[config.mk]
export PLATFORM = sky130hd
export DESIGN_NAME = hazard_flush_unit_flat
export DESIGN_NICKNAME = d
export VERILOG_FILES = /design/src/rtl/hazard_flush_unit_pkg.sv /design/src/rtl/hazard_flush_unit_if.sv /design/src/rtl/hazard_flush_unit_fwd_select.sv /design/src/rtl/hazard_flush_unit.sv /design/src/flat_wrapper.sv
export SDC_FILE = /design/constraint.sdc
export NUM_CORES = 1
export LEC_CHECK = 0
export CAP_MARGIN = 20
export CORE_ASPECT_RATIO = 1.5
export CORE_MARGIN = 2
export CORE_UTILIZATION = 48
export DETAILED_ROUTE_END_ITERATION = 8
export HOLD_SLACK_MARGIN = 0.02
export PLACE_DENSITY = 0.82
export SETUP_SLACK_MARGIN = 0.2
export SLEW_MARGIN = 25
export SYNTH_ARGS = -nofsm -noshare
export SYNTH_HDL_FRONTEND = slang
export SYNTH_SLANG_ARGS = --single-unit
export TNS_END_PERCENT = 10
[constraint.sdc]
create_clock -name clk -period 11.2 [get_ports clk]
set_input_delay 3.36 -clock clk [delete_from_list [all_inputs] [get_ports clk]]
set_output_delay 3.36 -clock clk [all_outputs]
set_load 0.01 [all_outputs]
[src/rtl/hazard_flush_unit_pkg.sv]
// Shared pipeline definitions: forwarding-select encodings, controller states and the load opcode.
package pipe_pkg;

    localparam logic [1:0] FWD_RF  = 2'd0;
    localparam logic [1:0] FWD_EX  = 2'd1;
    localparam logic [1:0] FWD_MEM = 2'd2;
    localparam logic [1:0] FWD_WB  = 2'd3;

    typedef enum logic [1:0] {
        ST_RUN = 2'd0,
        ST_LU  = 2'd1,
        ST_MW  = 2'd2
    } state_t;

    localparam logic [3:0] LOAD_OPC = 4'b0100;

endpackage

[src/rtl/hazard_flush_unit_if.sv]
// Bundle between the 5-stage pipeline datapath (master) and the hazard/flush controller (slave).
interface hazard_flush_unit_if #(
    parameter int REG_ADDR_W = 3,
    parameter int NUM_SRC    = 2,
    parameter int OPC_W      = 4,
    parameter int CNT_W      = 16
);
    logic [NUM_SRC*REG_ADDR_W-1:0] rr_src_addr;
    logic [NUM_SRC-1:0]            rr_src_used;
    logic [OPC_W-1:0]              ex_opcode;
    logic [REG_ADDR_W-1:0]         ex_rd_addr;
    logic                          ex_rd_we;
    logic [REG_ADDR_W-1:0]         mem_rd_addr;
    logic                          mem_rd_we;
    logic                          mem_is_access;
    logic                          mem_ready;
    logic [REG_ADDR_W-1:0]         wb_rd_addr;
    logic                          wb_rd_we;
    logic                          redirect;

    logic [NUM_SRC*2-1:0]          fwd_sel;
    logic                          pc_en;
    logic                          if_id_en;
    logic                          id_ex_en;
    logic                          ex_mem_en;
    logic                          if_id_flush;
    logic                          id_ex_flush;
    logic                          mem_wb_flush;
    logic                          pc_sel;
    logic                          mem_timeout;
    logic [CNT_W-1:0]              stall_cnt;
    logic [CNT_W-1:0]              flush_cnt;

    modport master (
        output rr_src_addr, rr_src_used, ex_opcode, ex_rd_addr, ex_rd_we,
               mem_rd_addr, mem_rd_we, mem_is_access, mem_ready,
               wb_rd_addr, wb_rd_we, redirect,
        input  fwd_sel, pc_en, if_id_en, id_ex_en, ex_mem_en,
               if_id_flush, id_ex_flush, mem_wb_flush, pc_sel,
               mem_timeout, stall_cnt, flush_cnt
    );

    modport slave (
        input  rr_src_addr, rr_src_used, ex_opcode, ex_rd_addr, ex_rd_we,
               mem_rd_addr, mem_rd_we, mem_is_access, mem_ready,
               wb_rd_addr, wb_rd_we, redirect,
        output fwd_sel, pc_en, if_id_en, id_ex_en, ex_mem_en,
               if_id_flush, id_ex_flush, mem_wb_flush, pc_sel,
               mem_timeout, stall_cnt, flush_cnt
    );

endinterface

[src/rtl/hazard_flush_unit_fwd_select.sv]
// Per-source forwarding select: youngest matching writer wins (EX > MEM > WB > register file).
module fwd_select #(
    parameter int REG_ADDR_W = 3
) (
    input  logic [REG_ADDR_W-1:0] src_addr,
    input  logic                  src_used,
    input  logic [REG_ADDR_W-1:0] ex_rd_addr,
    input  logic                  ex_rd_we,
    input  logic [REG_ADDR_W-1:0] mem_rd_addr,
    input  logic                  mem_rd_we,
    input  logic [REG_ADDR_W-1:0] wb_rd_addr,
    input  logic                  wb_rd_we,
    output logic [1:0]            sel
);
    import pipe_pkg::*;

    always_comb begin
        sel = FWD_RF;
        if (src_used) begin
            if (ex_rd_we && (ex_rd_addr == src_addr)) begin
                sel = FWD_EX;
            end else if (mem_rd_we && (mem_rd_addr == src_addr)) begin
                sel = FWD_MEM;
            end else if (wb_rd_we && (wb_rd_addr == src_addr)) begin
                sel = FWD_WB;
            end
        end
    end

endmodule

[src/rtl/hazard_flush_unit.sv]
// Hazard and forwarding controller: forwarding selects, stage enables/flushes, PC redirect,
// data-memory wait with sticky timeout, and saturating stall/flush counters.
module hazard_flush_unit #(
    parameter int               REG_ADDR_W  = 3,
    parameter int               NUM_SRC     = 2,
    parameter int               OPC_W       = 4,
    parameter logic [OPC_W-1:0] LOAD_OPC    = pipe_pkg::LOAD_OPC,
    parameter int               MEM_TIMEOUT = 15,
    parameter int               CNT_W       = 16
) (
    input  logic               clk,
    input  logic               reset,
    hazard_flush_unit_if.slave bus
);
    import pipe_pkg::*;

    localparam int WAIT_W = (MEM_TIMEOUT < 2) ? 1 : $clog2(MEM_TIMEOUT + 1);

    function automatic logic [CNT_W-1:0] sat_cnt(input logic [CNT_W-1:0] v);
        return (&v) ? v : v + CNT_W'(1);
    endfunction

    function automatic logic [WAIT_W-1:0] sat_wait(input logic [WAIT_W-1:0] v);
        return (&v) ? v : v + WAIT_W'(1);
    endfunction

    state_t              state, state_next;
    logic [WAIT_W-1:0]   wait_cnt, wait_next;
    logic [CNT_W-1:0]    stall_cnt, flush_cnt;
    logic                timeout_flag, timeout_hit;
    logic                stall_inc, flush_inc;
    logic [NUM_SRC*2-1:0] fwd_raw;
    logic [NUM_SRC-1:0]  lu_src;
    logic                lu, mw;
    logic                pc_en, if_id_en, id_ex_en, ex_mem_en;
    logic                if_id_flush, id_ex_flush, mem_wb_flush, pc_sel;

    for (genvar i = 0; i < NUM_SRC; i++) begin : g_src
        logic [REG_ADDR_W-1:0] addr;
        assign addr = bus.rr_src_addr[i*REG_ADDR_W +: REG_ADDR_W];

        fwd_select #(.REG_ADDR_W(REG_ADDR_W)) u_fwd (
            .src_addr    (addr),
            .src_used    (bus.rr_src_used[i]),
            .ex_rd_addr  (bus.ex_rd_addr),
            .ex_rd_we    (bus.ex_rd_we),
            .mem_rd_addr (bus.mem_rd_addr),
            .mem_rd_we   (bus.mem_rd_we),
            .wb_rd_addr  (bus.wb_rd_addr),
            .wb_rd_we    (bus.wb_rd_we),
            .sel         (fwd_raw[2*i +: 2])
        );

        assign lu_src[i] = bus.rr_src_used[i] && (addr == bus.ex_rd_addr);
    end

    assign lu = (bus.ex_opcode == LOAD_OPC) && bus.ex_rd_we && (|lu_src);
    assign mw = bus.mem_is_access && !bus.mem_ready;

    // Wait counter only runs while the access is stalled; the timeout fires on the cycle it reaches the limit.
    assign wait_next   = mw ? sat_wait(wait_cnt) : '0;
    assign timeout_hit = (MEM_TIMEOUT != 0) && mw && (int'(wait_next) >= MEM_TIMEOUT);

    always_comb begin
        state_next   = state;
        pc_en        = 1'b1;
        if_id_en     = 1'b1;
        id_ex_en     = 1'b1;
        ex_mem_en    = 1'b1;
        if_id_flush  = 1'b0;
        id_ex_flush  = 1'b0;
        mem_wb_flush = 1'b0;
        pc_sel       = 1'b0;
        stall_inc    = 1'b0;
        flush_inc    = 1'b0;
        if (!reset) begin
            if (mw) begin
                state_next   = ST_MW;
                pc_en        = 1'b0;
                if_id_en     = 1'b0;
                id_ex_en     = 1'b0;
                ex_mem_en    = 1'b0;
                mem_wb_flush = 1'b1;
                stall_inc    = 1'b1;
            end else begin
                state_next = ST_RUN;
                // Release cycle out of a memory wait is a clean restart; held redirects act next cycle.
                if (state != ST_MW) begin
                    if (bus.redirect) begin
                        pc_sel      = 1'b1;
                        if_id_flush = 1'b1;
                        id_ex_flush = 1'b1;
                        flush_inc   = 1'b1;
                    end else if (lu && (state == ST_RUN)) begin
                        state_next  = ST_LU;
                        pc_en       = 1'b0;
                        if_id_en    = 1'b0;
                        id_ex_flush = 1'b1;
                        stall_inc   = 1'b1;
                    end
                end
            end
        end
    end

    always_ff @(posedge clk or posedge reset) begin
        if (reset) begin
            state        <= ST_RUN;
            wait_cnt     <= '0;
            stall_cnt    <= '0;
            flush_cnt    <= '0;
            timeout_flag <= 1'b0;
        end else begin
            state    <= state_next;
            wait_cnt <= wait_next;
            if (stall_inc) stall_cnt <= sat_cnt(stall_cnt);
            if (flush_inc) flush_cnt <= sat_cnt(flush_cnt);
            if (timeout_hit) timeout_flag <= 1'b1;
        end
    end

    // The load has moved to MEM during the bubble, so a second load-use here means a pipeline bug.
    assert property (@(posedge clk) disable iff (reset) (state == ST_LU) |-> !lu);

    assign bus.fwd_sel      = reset ? '0 : fwd_raw;
    assign bus.pc_en        = pc_en;
    assign bus.if_id_en     = if_id_en;
    assign bus.id_ex_en     = id_ex_en;
    assign bus.ex_mem_en    = ex_mem_en;
    assign bus.if_id_flush  = if_id_flush;
    assign bus.id_ex_flush  = id_ex_flush;
    assign bus.mem_wb_flush = mem_wb_flush;
    assign bus.pc_sel       = pc_sel;
    assign bus.mem_timeout  = timeout_flag;
    assign bus.stall_cnt    = stall_cnt;
    assign bus.flush_cnt    = flush_cnt;

endmodule

[src/flat_wrapper.sv]
// flat-port wrapper written by rule: the top's interface ports become plain ports
module hazard_flush_unit_flat import pipe_pkg::*;
#(
    parameter int               REG_ADDR_W  = 3,
    parameter int               NUM_SRC     = 2,
    parameter int               OPC_W       = 4,
    parameter logic [OPC_W-1:0] LOAD_OPC    = pipe_pkg::LOAD_OPC,
    parameter int               MEM_TIMEOUT = 15,
    parameter int               CNT_W       = 16
)
  (clk, reset, bus_rr_src_addr, bus_rr_src_used, bus_ex_opcode, bus_ex_rd_addr, bus_ex_rd_we, bus_mem_rd_addr, bus_mem_rd_we, bus_mem_is_access, bus_mem_ready, bus_wb_rd_addr, bus_wb_rd_we, bus_redirect, bus_fwd_sel, bus_pc_en, bus_if_id_en, bus_id_ex_en, bus_ex_mem_en, bus_if_id_flush, bus_id_ex_flush, bus_mem_wb_flush, bus_pc_sel, bus_mem_timeout, bus_stall_cnt, bus_flush_cnt);
  hazard_flush_unit_if #(.REG_ADDR_W(REG_ADDR_W), .NUM_SRC(NUM_SRC), .OPC_W(OPC_W), .CNT_W(CNT_W)) bus_i ();
  input  logic clk;
  input  logic reset;
  input wire logic [$bits(bus_i.rr_src_addr)-1:0] bus_rr_src_addr;
  input wire logic [$bits(bus_i.rr_src_used)-1:0] bus_rr_src_used;
  input wire logic [$bits(bus_i.ex_opcode)-1:0] bus_ex_opcode;
  input wire logic [$bits(bus_i.ex_rd_addr)-1:0] bus_ex_rd_addr;
  input wire logic [$bits(bus_i.ex_rd_we)-1:0] bus_ex_rd_we;
  input wire logic [$bits(bus_i.mem_rd_addr)-1:0] bus_mem_rd_addr;
  input wire logic [$bits(bus_i.mem_rd_we)-1:0] bus_mem_rd_we;
  input wire logic [$bits(bus_i.mem_is_access)-1:0] bus_mem_is_access;
  input wire logic [$bits(bus_i.mem_ready)-1:0] bus_mem_ready;
  input wire logic [$bits(bus_i.wb_rd_addr)-1:0] bus_wb_rd_addr;
  input wire logic [$bits(bus_i.wb_rd_we)-1:0] bus_wb_rd_we;
  input wire logic [$bits(bus_i.redirect)-1:0] bus_redirect;
  output wire logic [$bits(bus_i.fwd_sel)-1:0] bus_fwd_sel;
  output wire logic [$bits(bus_i.pc_en)-1:0] bus_pc_en;
  output wire logic [$bits(bus_i.if_id_en)-1:0] bus_if_id_en;
  output wire logic [$bits(bus_i.id_ex_en)-1:0] bus_id_ex_en;
  output wire logic [$bits(bus_i.ex_mem_en)-1:0] bus_ex_mem_en;
  output wire logic [$bits(bus_i.if_id_flush)-1:0] bus_if_id_flush;
  output wire logic [$bits(bus_i.id_ex_flush)-1:0] bus_id_ex_flush;
  output wire logic [$bits(bus_i.mem_wb_flush)-1:0] bus_mem_wb_flush;
  output wire logic [$bits(bus_i.pc_sel)-1:0] bus_pc_sel;
  output wire logic [$bits(bus_i.mem_timeout)-1:0] bus_mem_timeout;
  output wire logic [$bits(bus_i.stall_cnt)-1:0] bus_stall_cnt;
  output wire logic [$bits(bus_i.flush_cnt)-1:0] bus_flush_cnt;
  assign bus_i.rr_src_addr = bus_rr_src_addr;
  assign bus_i.rr_src_used = bus_rr_src_used;
  assign bus_i.ex_opcode = bus_ex_opcode;
  assign bus_i.ex_rd_addr = bus_ex_rd_addr;
  assign bus_i.ex_rd_we = bus_ex_rd_we;
  assign bus_i.mem_rd_addr = bus_mem_rd_addr;
  assign bus_i.mem_rd_we = bus_mem_rd_we;
  assign bus_i.mem_is_access = bus_mem_is_access;
  assign bus_i.mem_ready = bus_mem_ready;
  assign bus_i.wb_rd_addr = bus_wb_rd_addr;
  assign bus_i.wb_rd_we = bus_wb_rd_we;
  assign bus_i.redirect = bus_redirect;
  assign bus_fwd_sel = bus_i.fwd_sel;
  assign bus_pc_en = bus_i.pc_en;
  assign bus_if_id_en = bus_i.if_id_en;
  assign bus_id_ex_en = bus_i.id_ex_en;
  assign bus_ex_mem_en = bus_i.ex_mem_en;
  assign bus_if_id_flush = bus_i.if_id_flush;
  assign bus_id_ex_flush = bus_i.id_ex_flush;
  assign bus_mem_wb_flush = bus_i.mem_wb_flush;
  assign bus_pc_sel = bus_i.pc_sel;
  assign bus_mem_timeout = bus_i.mem_timeout;
  assign bus_stall_cnt = bus_i.stall_cnt;
  assign bus_flush_cnt = bus_i.flush_cnt;
  hazard_flush_unit #(.REG_ADDR_W(REG_ADDR_W), .NUM_SRC(NUM_SRC), .OPC_W(OPC_W), .LOAD_OPC(LOAD_OPC), .MEM_TIMEOUT(MEM_TIMEOUT), .CNT_W(CNT_W)) u_core (.clk(clk), .reset(reset), .bus(bus_i));
endmodule
After elaboration in Yosys (flattened, before gate mapping)
Cells that the tools add are included.
{"block": "totals", "reg_bits": 39, "wordCells": 79, "out_inout_bits": 45, "input_bits": 29}
{"block": "op_classes", "eq_ne": 10, "mux": 37, "n_lt_le_gt_ge": 1, "n_reduce_logical": 21, "n_addsub": 3, "n_bitwise": 2}
{"cell": "16-bit by 1-bit adder with 16-bit output (second input constant)", "count": 2}
{"cell": "16-bit AND reduction", "count": 2}
{"cell": "3-bit == test", "count": 8}
{"cell": "1-bit two-way mux", "count": 23}
{"cell": "2-bit two-way mux", "count": 11}
{"cell": "1-bit logical AND", "count": 13}
{"cell": "4-bit two-way mux", "count": 3}
{"cell": "4-bit by 1-bit adder with 4-bit output (second input constant)", "count": 1}
{"cell": "4-bit by 3-bit == test with 1-bit output (second input constant)", "count": 1}
{"cell": "4-bit greater-or-equal comparator (second input constant)", "count": 1}
{"cell": "2-bit AND reduction", "count": 2}
{"cell": "4-bit AND reduction", "count": 1}
{"cell": "2-bit logical NOT", "count": 1}
{"cell": "2-bit != test (second input constant)", "count": 1}
{"cell": "1-bit inverter", "count": 2}
{"cell": "2-bit OR reduction", "count": 1}
{"cell": "1-bit logical NOT", "count": 1}

Depth between registers and ports, before layout
Gate-level depths: netlist (run 1).
{"block": "logic_depth", "word_depth": 11, "ltp_mapped": 7, "ltp_nobuf": 6}

Hierarchy
Synthesis (run 1) repeated with hierarchy kept, for this count alone.
{"block": "hier_totals", "cells_unflattened": 218, "hier_area_um2": 2301.0}
{"module": "hazard_flush_unit", "area_per_inst_um2": 2018.2, "cells_per_inst": 184, "instances": 1, "seq_area_each_um2": 975.9}
{"module": "fwd_select", "area_per_inst_um2": 141.4, "cells_per_inst": 17, "instances": 2, "seq_area_each_um2": 0.0}

Worst setup path after synthesis (run 1)
Ideal clock, no wire load.
{"block": "synth_timing", "path_type": "input-to-output", "start": "in reset", "end": "out bus_pc_en", "cell_stages": 6, "path_buffers": 2, "t_required_ps": 7840, "path_slack_ps": 2430, "arrival_time_ps": 5410, "path_cell_list": "inv_1 > nand2_1 > inv_1 > clkbuf_1 > nor2_1 > buf_4"}
{"block": "synth_between", "elab_chain_cells": 1}
{"item": "from (decl)", "line": "flat_wrapper.sv:14", "source": "input logic reset;"}
{"item": "1-bit two-way mux"}
{"item": "to (decl)", "line": "flat_wrapper.sv:28", "source": "output wire logic [$bits(bus_i.pc_en)-1:0] bus_pc_en;"}
Every way passes these cells.

Final worst setup path (run 1)
{"block": "layout_timing", "start": "in bus_rr_src_addr[4]", "end": "out bus_pc_en"}
{"block": "layout_between", "elab_chain_cells": 10}
{"item": "from (decl)", "line": "flat_wrapper.sv:15", "source": "input wire logic [$bits(bus_i.rr_src_addr)-1:0] bus_rr_src_addr;"}
{"item": "3-bit == test", "line": "hazard_flush_unit.sv:54", "source": "assign lu_src[i] = bus.rr_src_used[i] && (addr == bus.ex_rd_addr);"}
{"item": "1-bit logical AND", "line": "hazard_flush_unit.sv:54"}
{"item": "2-bit OR reduction", "line": "hazard_flush_unit.sv:57", "source": "assign lu = (bus.ex_opcode == LOAD_OPC) && bus.ex_rd_we && (|lu_src);"}
{"item": "1-bit logical AND", "line": "hazard_flush_unit.sv:57"}
{"item": "1-bit logical AND", "line": "hazard_flush_unit.sv:94", "source": "end else if (lu && (state == ST_RUN)) begin"}
{"item": "1-bit two-way mux", "line": "hazard_flush_unit.sv:94"}
{"item": "1-bit two-way mux", "line": "hazard_flush_unit.sv:89", "source": "if (bus.redirect) begin"}
{"item": "1-bit two-way mux", "line": "hazard_flush_unit.sv:88", "source": "if (state != ST_MW) begin"}
{"item": "1-bit two-way mux", "line": "hazard_flush_unit.sv:77", "source": "if (mw) begin"}
{"item": "1-bit two-way mux", "line": "hazard_flush_unit.sv:76", "source": "if (!reset) begin"}
Every way passes these cells.

==> results of run 1 <==
through the flow:
step	setup slack [ns]	hold WS (ns)	area, um^2	util [%]
4_1_cts	1.86	0.476	3230	68.2
3_5_place_dp	1.86	0.457	3110	65.8
2_1_floorplan	2.43	0.463	2330	-
6_report	1.87	0.471	3230	68.2
3_3_place_gp	1.89	0.451	3110	65.8
5_1_grt	1.68	0.499	3230	68.2
cells by family (layout without fill, tap and decap cells):
family / count (synthesis) / count (layout) / share of synthesized area (%)
buf+inv: 13 / 90 / 2.96
fa+ha+maj: 3 / 3 / 1.61
simple gates: 95 / 95 / 22.3
xor+xnor: 47 / 47 / 17.7
flops: 39 / 39 / 42.0
compound gates: 33 / 33 / 11.6
mux: 4 / 4 / 1.88
layer usage:
metal  wire, um  GRT usage, %  vias up
met5          0             0        -
met4         94          7.71        0
met3        364          4.92        7
met2       2930          37.5       66
met1       2250          24.7      994
li1           -             -      994
synth_stat cells, drive strengths merged, types with 2 or more instances:
master	n
ha	3
o21ai	10
nand2	14
nand3	14
xor2	16
buf	5
nor3	15
mux2	3
a21oi	4
nor4b	4
nor4	3
o2111ai	4
nand4	10
and3	4
xnor2	31
dfrtp	39
or4b	2
o211ai	2
nor2	17
nor3b	2
inv	7
a31oi	2
a2111oi	3
nor2b	3
a22o	2
nand2b	2
worst max-delay path, stage by stage:
cell and delay, ns:
sky130_fd_sc_hd__clkdlybuf4s50_1 0.49, sky130_fd_sc_hd__xor2_1 0.21, sky130_fd_sc_hd__or4b_4 0.59, sky130_fd_sc_hd__a2111oi_4 0.69
sky130_fd_sc_hd__nor2_1 0.12, sky130_fd_sc_hd__clkdlybuf4s50_1 0.51
area by class of cell:
| type | instances | share of cell area, % |
|---|---|---|
| clock buffers | 6 | 2.56 |
| clock inverters | 2 | 1.08 |
| inverters | 7 | 0.814 |
| multi-input cells | 182 | 39.7 |
| flip-flops and latches | 39 | 30.2 |
| well taps | 66 | 2.56 |
| repair buffers | 75 | 23.1 |
state kept, by name (all words and copies together) (netlist names):
signal / cells
u_core.bus.flush_cnt: 16
u_core.state: 2
u_core.bus.stall_cnt: 16
u_core.wait_cnt: 4
u_core.bus.mem_timeout: 1
final timing paths:
kind	from	cells past startpoint	endpoint	slack [ns]
setup / recovery	bus_rr_src_addr[4]	6	bus_pc_en	1.87
hold / removal	u_core.bus.mem_timeout	1	u_core.bus.mem_timeout	0.47
setup reg to reg	u_core.bus.stall_cnt[0]	6	u_core.bus.stall_cnt[1]	8.85
hold reg to reg	u_core.bus.mem_timeout	1	u_core.bus.mem_timeout	0.47
max in group asynchronous	reset	3	u_core.bus.stall_cnt[8]	6.75
min in group asynchronous	reset	2	u_core.wait_cnt[0]	3.68
power by group through the flow:
| stage | clock network, uW | registers, uW | logic, uW |
|---|---|---|---|
| 6_report | 122 | 186 | 114 |
| 5_1_grt | 128 | 190 | 123 |
| 4_1_cts | 123 | 186 | 115 |
| 3_5_place_dp | 0 | 188 | 114 |
| 3_3_place_gp | 0 | 187 | 111 |
| 2_1_floorplan | 0 | 191 | 46.1 |
==> results.txt, run 1 <==
----------------------------------------------------
[Timing]
  Number of setup violations in the final report ... 0
  Max-slew headroom ... around 53%
  Number of slew-limit violations in the final report ... 0
  Endpoints failing hold ... 0
  Slew at the pin closest to its max-slew limit ... 0.696 ns
  Achievable Freq ... 0.107 GHz
  Period minus WS final ... a little over 9 ns
  Period Utilization, post-route ... 83.3%
  RSZ-0062 raised after global routing ... false
  Total Negative Setup Slacks ... 0 ns
  Worst Skew ... around 0.010 ns

[Clock network]
  TritonCTS Buffers ... 5
  Clock latency reported for the late side of the worst-skew pair ... approximately 0.30 ns
  Post-CTS clock slew at the launch and capture registers of the worst setup and hold paths ... about 0.08 ns
  Clock root cell ... sky130_fd_sc_hd__clkbuf_8
  Depth of the CTS H-tree ... 2
  Total number of clock tree sinks ... 39
  CTS tree ... built
  Post-CTS Setup Bufs ... 0
  Hold_buf cts ... 0
  Number of gates resized after CTS ... 0
  Longest Clk Path Bufs ... 2

[Global route]
  Wire length of the first global-routing pass ... a little under 9000 um
  Global route total overflow ... 0
  Vias in the first global route ... 1970
  Initial antenna violation count ... 0
  Combined global-route utilization of all metal layers ... 21.3%
  Pin count of the biggest net entering global routing ... 29

[Synth]
  Register area share after synthesis ... between 40% and 50%
  Area of the mapped netlist ... 2330 um^2
  Cell types with the largest area share after synthesis ... sky130_fd_sc_hd__dfrtp_1 (42%), sky130_fd_sc_hd__xnor2_1 (12%), sky130_fd_sc_hd__xor2_1 (6.0%)
  Net count after synthesis ... 266
  Post-synth top flop ... sky130_fd_sc_hd__dfrtp_1
  Total of warnings raised by yosys ... 0
  Share of flip-flops with an asynchronous set or reset ... 100%
  Count of cell types in the netlist ... 46
  Number of enable flip-flop cells after synthesis ... 0
  Mean post-synth cell area ... 9.94 um^2
  Cell type contributing the most total cell area after synthesis ... sky130_fd_sc_hd__dfrtp_1
  Flip-flop and latch count after synthesis ... 39
  Proportion of netlist area held by the largest area contributor ... 42.0%
  Post-synthesis cell count ... 234

[Detailed routing]
  Iteration-0 DRC count of the detailed router ... 65
  1st-pass router iterations ... 4
  Total via count after detailed routing ... 2061
  Routed wirelength normalized by instance count ... between 10 and 15 um
  Total routed wirelength ... 5640 um
  Final antenna-violating net count ... 0
  # DRC ... 0
  Vias per Instance ... 5.47

[Setup path]
  Critical path startpoint category ... input port
  Endpoint arrival time on the critical path ... 5.97 ns
  Crit end category ... output pin
  Maximum fanout along the worst path ... 12
  Required time reported for the critical path endpoint ... 7.84 ns
  Category of the most critical setup path ... input port to output pin

[Power and ir drop]
  Worst IR drop on VDD ... 0.140 mV
  Leakage component of the power ... 0.00131 uW
  PD cells ... 131 nW/um^2
  NetSw ... 125 uW
  Sw Share ... 29.7%
  Comb power frac ... 27.0%
  Int Power ... 296 uW
  Fraction of power consumed by the clock network ... 28.9%
  PnR Total Power ... approximately 420 uW
  Portion of total power attributed to sequential cells ... 44.1%

[Placement]
  # placed instances ... approximately 370
  Placer's final routability congestion estimate ... 0.845
  Number of port buffers ... 73
  Detailed placement HPWL ... 4250 um

[Finish]
  Final Non-Filler Cells ... between 300 and 400
  Final net count ... 342
  Register cell area after layout ... 976 um^2
  Fillers ... ~400
  Area used by multi-input combinational logic ... roughly 1300 um^2
  Highest-count cells in the layout ignoring fill and taps ... sky130_fd_sc_hd__clkdlybuf4s50_1 (73), sky130_fd_sc_hd__dfrtp_1 (39), sky130_fd_sc_hd__xnor2_1 (31), sky130_fd_sc_hd__xor2_1 (16), sky130_fd_sc_hd__nor2_1 (16)
  Antenna diode instance count ... 0
  Most frequent standard cell in the layout excluding fill and tap cells ... sky130_fd_sc_hd__clkdlybuf4s50_1
  Area overhead of the layout relative to synthesis ... 38.8%
  Layout cell share with drive strength beyond 1 ... a little under 7%

[Floorplanning]
  Initial Util ... between 40 and 50%
  Total die area ... between 5000 and 6000 um^2
  Ports ... 74
  Placeable core region ... 4730 um^2
  Standard-cell rows ... 31
  Overall die width ... 60.8 um
  Vertical extent of the die ... 89.3 um

[Status]
  Result of the run ... completed

[Hold path]
  Min-delay worst type ... flop to flop

[Flow run]
  Max cap viols ... 0

----------------------------------------------------
Power figures use the tool's default switching activity.
==> run 2: changes to the inputs <==
--- a/config.mk
+++ b/config.mk
@@ -8,10 +8,10 @@
 export CAP_MARGIN = 20
 export CORE_ASPECT_RATIO = 1.5
 export CORE_MARGIN = 2
-export CORE_UTILIZATION = 48
+export CORE_UTILIZATION = 47
 export DETAILED_ROUTE_END_ITERATION = 8
 export HOLD_SLACK_MARGIN = 0.02
-export PLACE_DENSITY = 0.82
+export PLACE_DENSITY = 0.81
 export SETUP_SLACK_MARGIN = 0.2
 export SLEW_MARGIN = 25
 export SYNTH_ARGS = -nofsm -noshare
==> constraint.sdc (replaced) <==
create_clock -name clk -period 9.05 [get_ports clk]
set_input_delay 2.715 -clock clk [delete_from_list [all_inputs] [get_ports clk]]
set_output_delay 2.715 -clock clk [all_outputs]
set_load 0.01 [all_outputs]
==> run 2 against run 1 <==
Compared with the run above: critical endpoint unchanged; combinational power up 24%; routed wire length is 3.0% higher; global-route usage increased by 0.57 points; clock skew shrank 0.0034 ns; core utilization decreased by 1.3 points; largest power group unchanged; sequential share of layout area up 0.11 points; highest routed layer unchanged.
==> results.txt, run 2 (same netlist as run 1, synthesis figures left out) <==
----------------------------------------------------
[Status]
  Result of the run ... completed (unchanged)

[Setup path]
  Required time reported for the critical path endpoint ... 6.34 ns (was 7.84 ns)
  Endpoint arrival time on the critical path ... 5.40 ns (was 5.97 ns)
  Worst setup startpoint ... bus_rr_src_addr[1] (was bus_rr_src_addr[4])
  Cell repeated most along the worst path ... sky130_fd_sc_hd__clkdlybuf4s50_1 (unchanged)
  Reg-to-reg startpoint ... u_core.bus.stall_cnt[0] (unchanged)
  Cell family with most CP delay ... buffers and inverters (unchanged)
  Slowest stage delay, CP ... 0.67 ns (was 0.69 ns)
  Category of the most critical setup path ... input port to output pin (unchanged)
  Critical Path Slowest Stage Cell ... sky130_fd_sc_hd__a2111oi_4 (unchanged)
  Maximum fanout along the worst path ... 12 (unchanged)
  Critical path startpoint category ... input port (unchanged)
  Capture instance of the worst register-to-register path ... u_core.bus.stall_cnt[1] (unchanged)
  Cell chain of the critical path ... clkdlybuf4s50_1 -> xor2_1 -> or4b_1 -> a2111oi_4 -> nor2_1 -> clkdlybuf4s50_1 (was clkdlybuf4s50_1 -> xor2_1 -> or4b_4 -> a2111oi_4 -> nor2_1 -> clkdlybuf4s50_1)
  Crit end category ... output pin (unchanged)
  Slack of the worst reg-to-reg path ... 6.63 ns (was 8.85 ns)
  Count of buffer and inverter cells on the critical path ... 2 (unchanged)
  Depth of the worst register-to-register path ... 6 (unchanged)

[Placement]
  Number of port buffers ... 73 (unchanged)
  Detailed placement HPWL ... 4450 um (was 4250 um)
  Post-place setup slack ... 0.934 ns (was 1.86 ns)
  Placer's final routability congestion estimate ... 0.881 (was 0.845)

[Power and ir drop]
  Sw Share ... 30.0% (was 29.7%)
  Worst IR drop on VDD ... 0.193 mV (was 0.140 mV)
  Comb power frac ... 27.5% (was 27.0%)
  PD cells ... 159 nW/um^2 (was 131 nW/um^2)
  Portion of total power attributed to sequential cells ... 45.0% (was 44.1%)
  Fraction of power consumed by the clock network ... 27.5% (was 28.9%)
  Int Power ... 358 uW (was 296 uW)
  NetSw ... 153 uW (was 125 uW)
  Leakage component of the power ... 0.00129 uW (was 0.00131 uW)

[Clock network]
  Clock root cell ... sky130_fd_sc_hd__clkbuf_8 (unchanged)
  Clock latency reported for the late side of the worst-skew pair ... 0.29 ns (was 0.30 ns)
  Hold_buf cts ... 0 (unchanged)
  Post-CTS clock slew at the launch and capture registers of the worst setup and hold paths ... 0.07 ns (was 0.08 ns)
  CTS tree ... built (unchanged)
  TritonCTS Buffers ... 5 (unchanged)
  Total number of clock tree sinks ... 39 (unchanged)
  Depth of the CTS H-tree ... 2 (unchanged)
  Post-CTS Setup Bufs ... 0 (unchanged)
  Longest Clk Path Bufs ... 2 (unchanged)
  Number of gates resized after CTS ... 0 (unchanged)

[Finish]
  Most frequent standard cell in the layout excluding fill and tap cells ... sky130_fd_sc_hd__clkdlybuf4s50_1 (unchanged)
  Layout cell share with drive strength beyond 1 ... 6.45% (was 6.75%)
  Antenna diode instance count ... 0 (unchanged)
  Largest registers ... u_core.bus.flush_cnt (16), u_core.bus.stall_cnt (16), u_core.wait_cnt (4) (unchanged)
  Highest-count cells in the layout ignoring fill and taps ... sky130_fd_sc_hd__clkdlybuf4s50_1 (73), sky130_fd_sc_hd__dfrtp_1 (39), sky130_fd_sc_hd__xnor2_1 (31), sky130_fd_sc_hd__xor2_1 (16), sky130_fd_sc_hd__nor2_1 (16) (unchanged)
  Area overhead of the layout relative to synthesis ... 38.4% (was 38.8%)
  Final net count ... 342 (unchanged)

[Timing]
  Period Utilization, post-route ... roughly 90%
  Achievable Freq ... 0.123 GHz
  Endpoints failing hold ... 0 (unchanged)
  Worst Skew ... 0.00692 ns (was 0.0103 ns)
  PnR worst setup slack ... 0.933 ns (was 1.87 ns)
  Max-slew headroom ... 46.8% (was 52.9%)
  RSZ-0062 raised after global routing ... false (unchanged)
  Slew at the pin closest to its max-slew limit ... 0.787 ns (was 0.696 ns)
  Min Hold Slack ... 0.472 ns (was 0.471 ns)
  Number of slew-limit violations in the final report ... 0 (unchanged)
  Total Negative Setup Slacks ... 0 ns (unchanged)
  Number of setup violations in the final report ... 0 (unchanged)
  Period minus WS final ... 8.12 ns

[Floorplanning]
  Vertical extent of the die ... 90.2 um (was 89.3 um)
  Total die area ... 5540 um^2 (was 5430 um^2)
  Placeable core region ... 4810 um^2 (was 4730 um^2)
  Standard-cell rows ... 31 (unchanged)
  Overall die width ... 61.4 um (was 60.8 um)
  Ports ... 74 (unchanged)
  Initial Util ... 48.4% (was 49.2%)

[Detailed routing]
  Total routed wirelength ... 5810 um (was 5640 um)
  Iteration-0 DRC count of the detailed router ... 70 (was 65)
  Total via count after detailed routing ... 2056 (was 2061)
  Final antenna-violating net count ... 0 (unchanged)
  1st-pass router iterations ... 4 (unchanged)
  # DRC ... 0 (unchanged)
  Vias per Instance ... 5.47 (about the same)
  Routed wirelength normalized by instance count ... 15.4 um (was 15.0 um)

[Global route]
  Wire length of the first global-routing pass ... 9320 um (was 8720 um)
  Vias in the first global route ... 2119 (was 1970)
  Global route total overflow ... 0 (unchanged)
  Combined global-route utilization of all metal layers ... 21.9% (was 21.3%)
  Initial antenna violation count ... 0 (unchanged)
  Pin count of the biggest net entering global routing ... 42 (was 29)

[Hold path]
  Hold Path Sink ... u_core.bus.mem_timeout (unchanged)
  Hold wc startpoint ... u_core.bus.mem_timeout (unchanged)
  Min-delay worst type ... flop to flop (unchanged)
  Cells on Worst Hold Path ... 1 (unchanged)

[Flow run]
  Max cap viols ... 0 (unchanged)

----------------------------------------------------
==> run 2: cell type report <==
class | instances | area, um^2
fill | 392 | 1590
clock inverter | 2 | 37.5
clock buffer | 5 | 68.8
tap | 66 | 82.6
timing repair buffer | 75 | 746
inverter | 7 | 26.3
sequential | 39 | 976
multi-input combinational | 182 | 1280
==> run 2: power groups by stage <==
| stage | Clock, uW | Combinational [uW] | Sequential, uW |
|---|---|---|---|
| after global routing | 151 | 153 | 234 |
| after CTS | 143 | 143 | 230 |
| final | 141 | 141 | 230 |
| after detailed placement | 0 | 141 | 233 |
| after global placement | 0 | 138 | 232 |
| after floorplan | 0 | 57.0 | 236 |
==> run 2: worst max-delay path by stage <==
stage                        end  depth (start not counted)
finish                 bus_pc_en                          6
global route           bus_pc_en                          6
CTS                    bus_pc_en                          6
detailed placement     bus_pc_en                          6
global placement    bus_if_id_en                          6
floorplan              bus_pc_en                          6
==> run 2: metal layers <==
metal | part of all wire, % | up-vias | track usage, % | wire length [um]
li1 | - | 998 | - | -
met1 | 38 | 987 | 23.8 | 2220
met2 | 54 | 67 | 40.0 | 3150
met3 | 6.5 | 4 | 4.75 | 376
met4 | 1.1 | 0 | 6.56 | 63
met5 | 0 | - | 0 | 0
==> run 2: through the flow <==
stage | instances | total power, uW | area, um^2 | util [%]
2_1_floorplan | 234 | 293 | 2330 | -
3_3_place_gp | 369 | 370 | 3110 | 64.7
3_5_place_dp | 369 | 374 | 3110 | 64.7
4_1_cts | 376 | 516 | 3220 | 66.9
5_1_grt | 376 | 539 | 3220 | 66.9
6_report | 376 | 511 | 3220 | 66.9
==> run 3: changes to the inputs <==
--- a/config.mk
+++ b/config.mk
@@ -12,7 +12,7 @@
 export DETAILED_ROUTE_END_ITERATION = 8
 export HOLD_SLACK_MARGIN = 0.02
 export PLACE_DENSITY = 0.81
-export SETUP_SLACK_MARGIN = 0.2
+export SETUP_SLACK_MARGIN = 0.5
 export SLEW_MARGIN = 25
 export SYNTH_ARGS = -nofsm -noshare
 export SYNTH_HDL_FRONTEND = slang
==> results of run 3 <==
No change in the layout: final DEF, timing and power equal those of run 2.
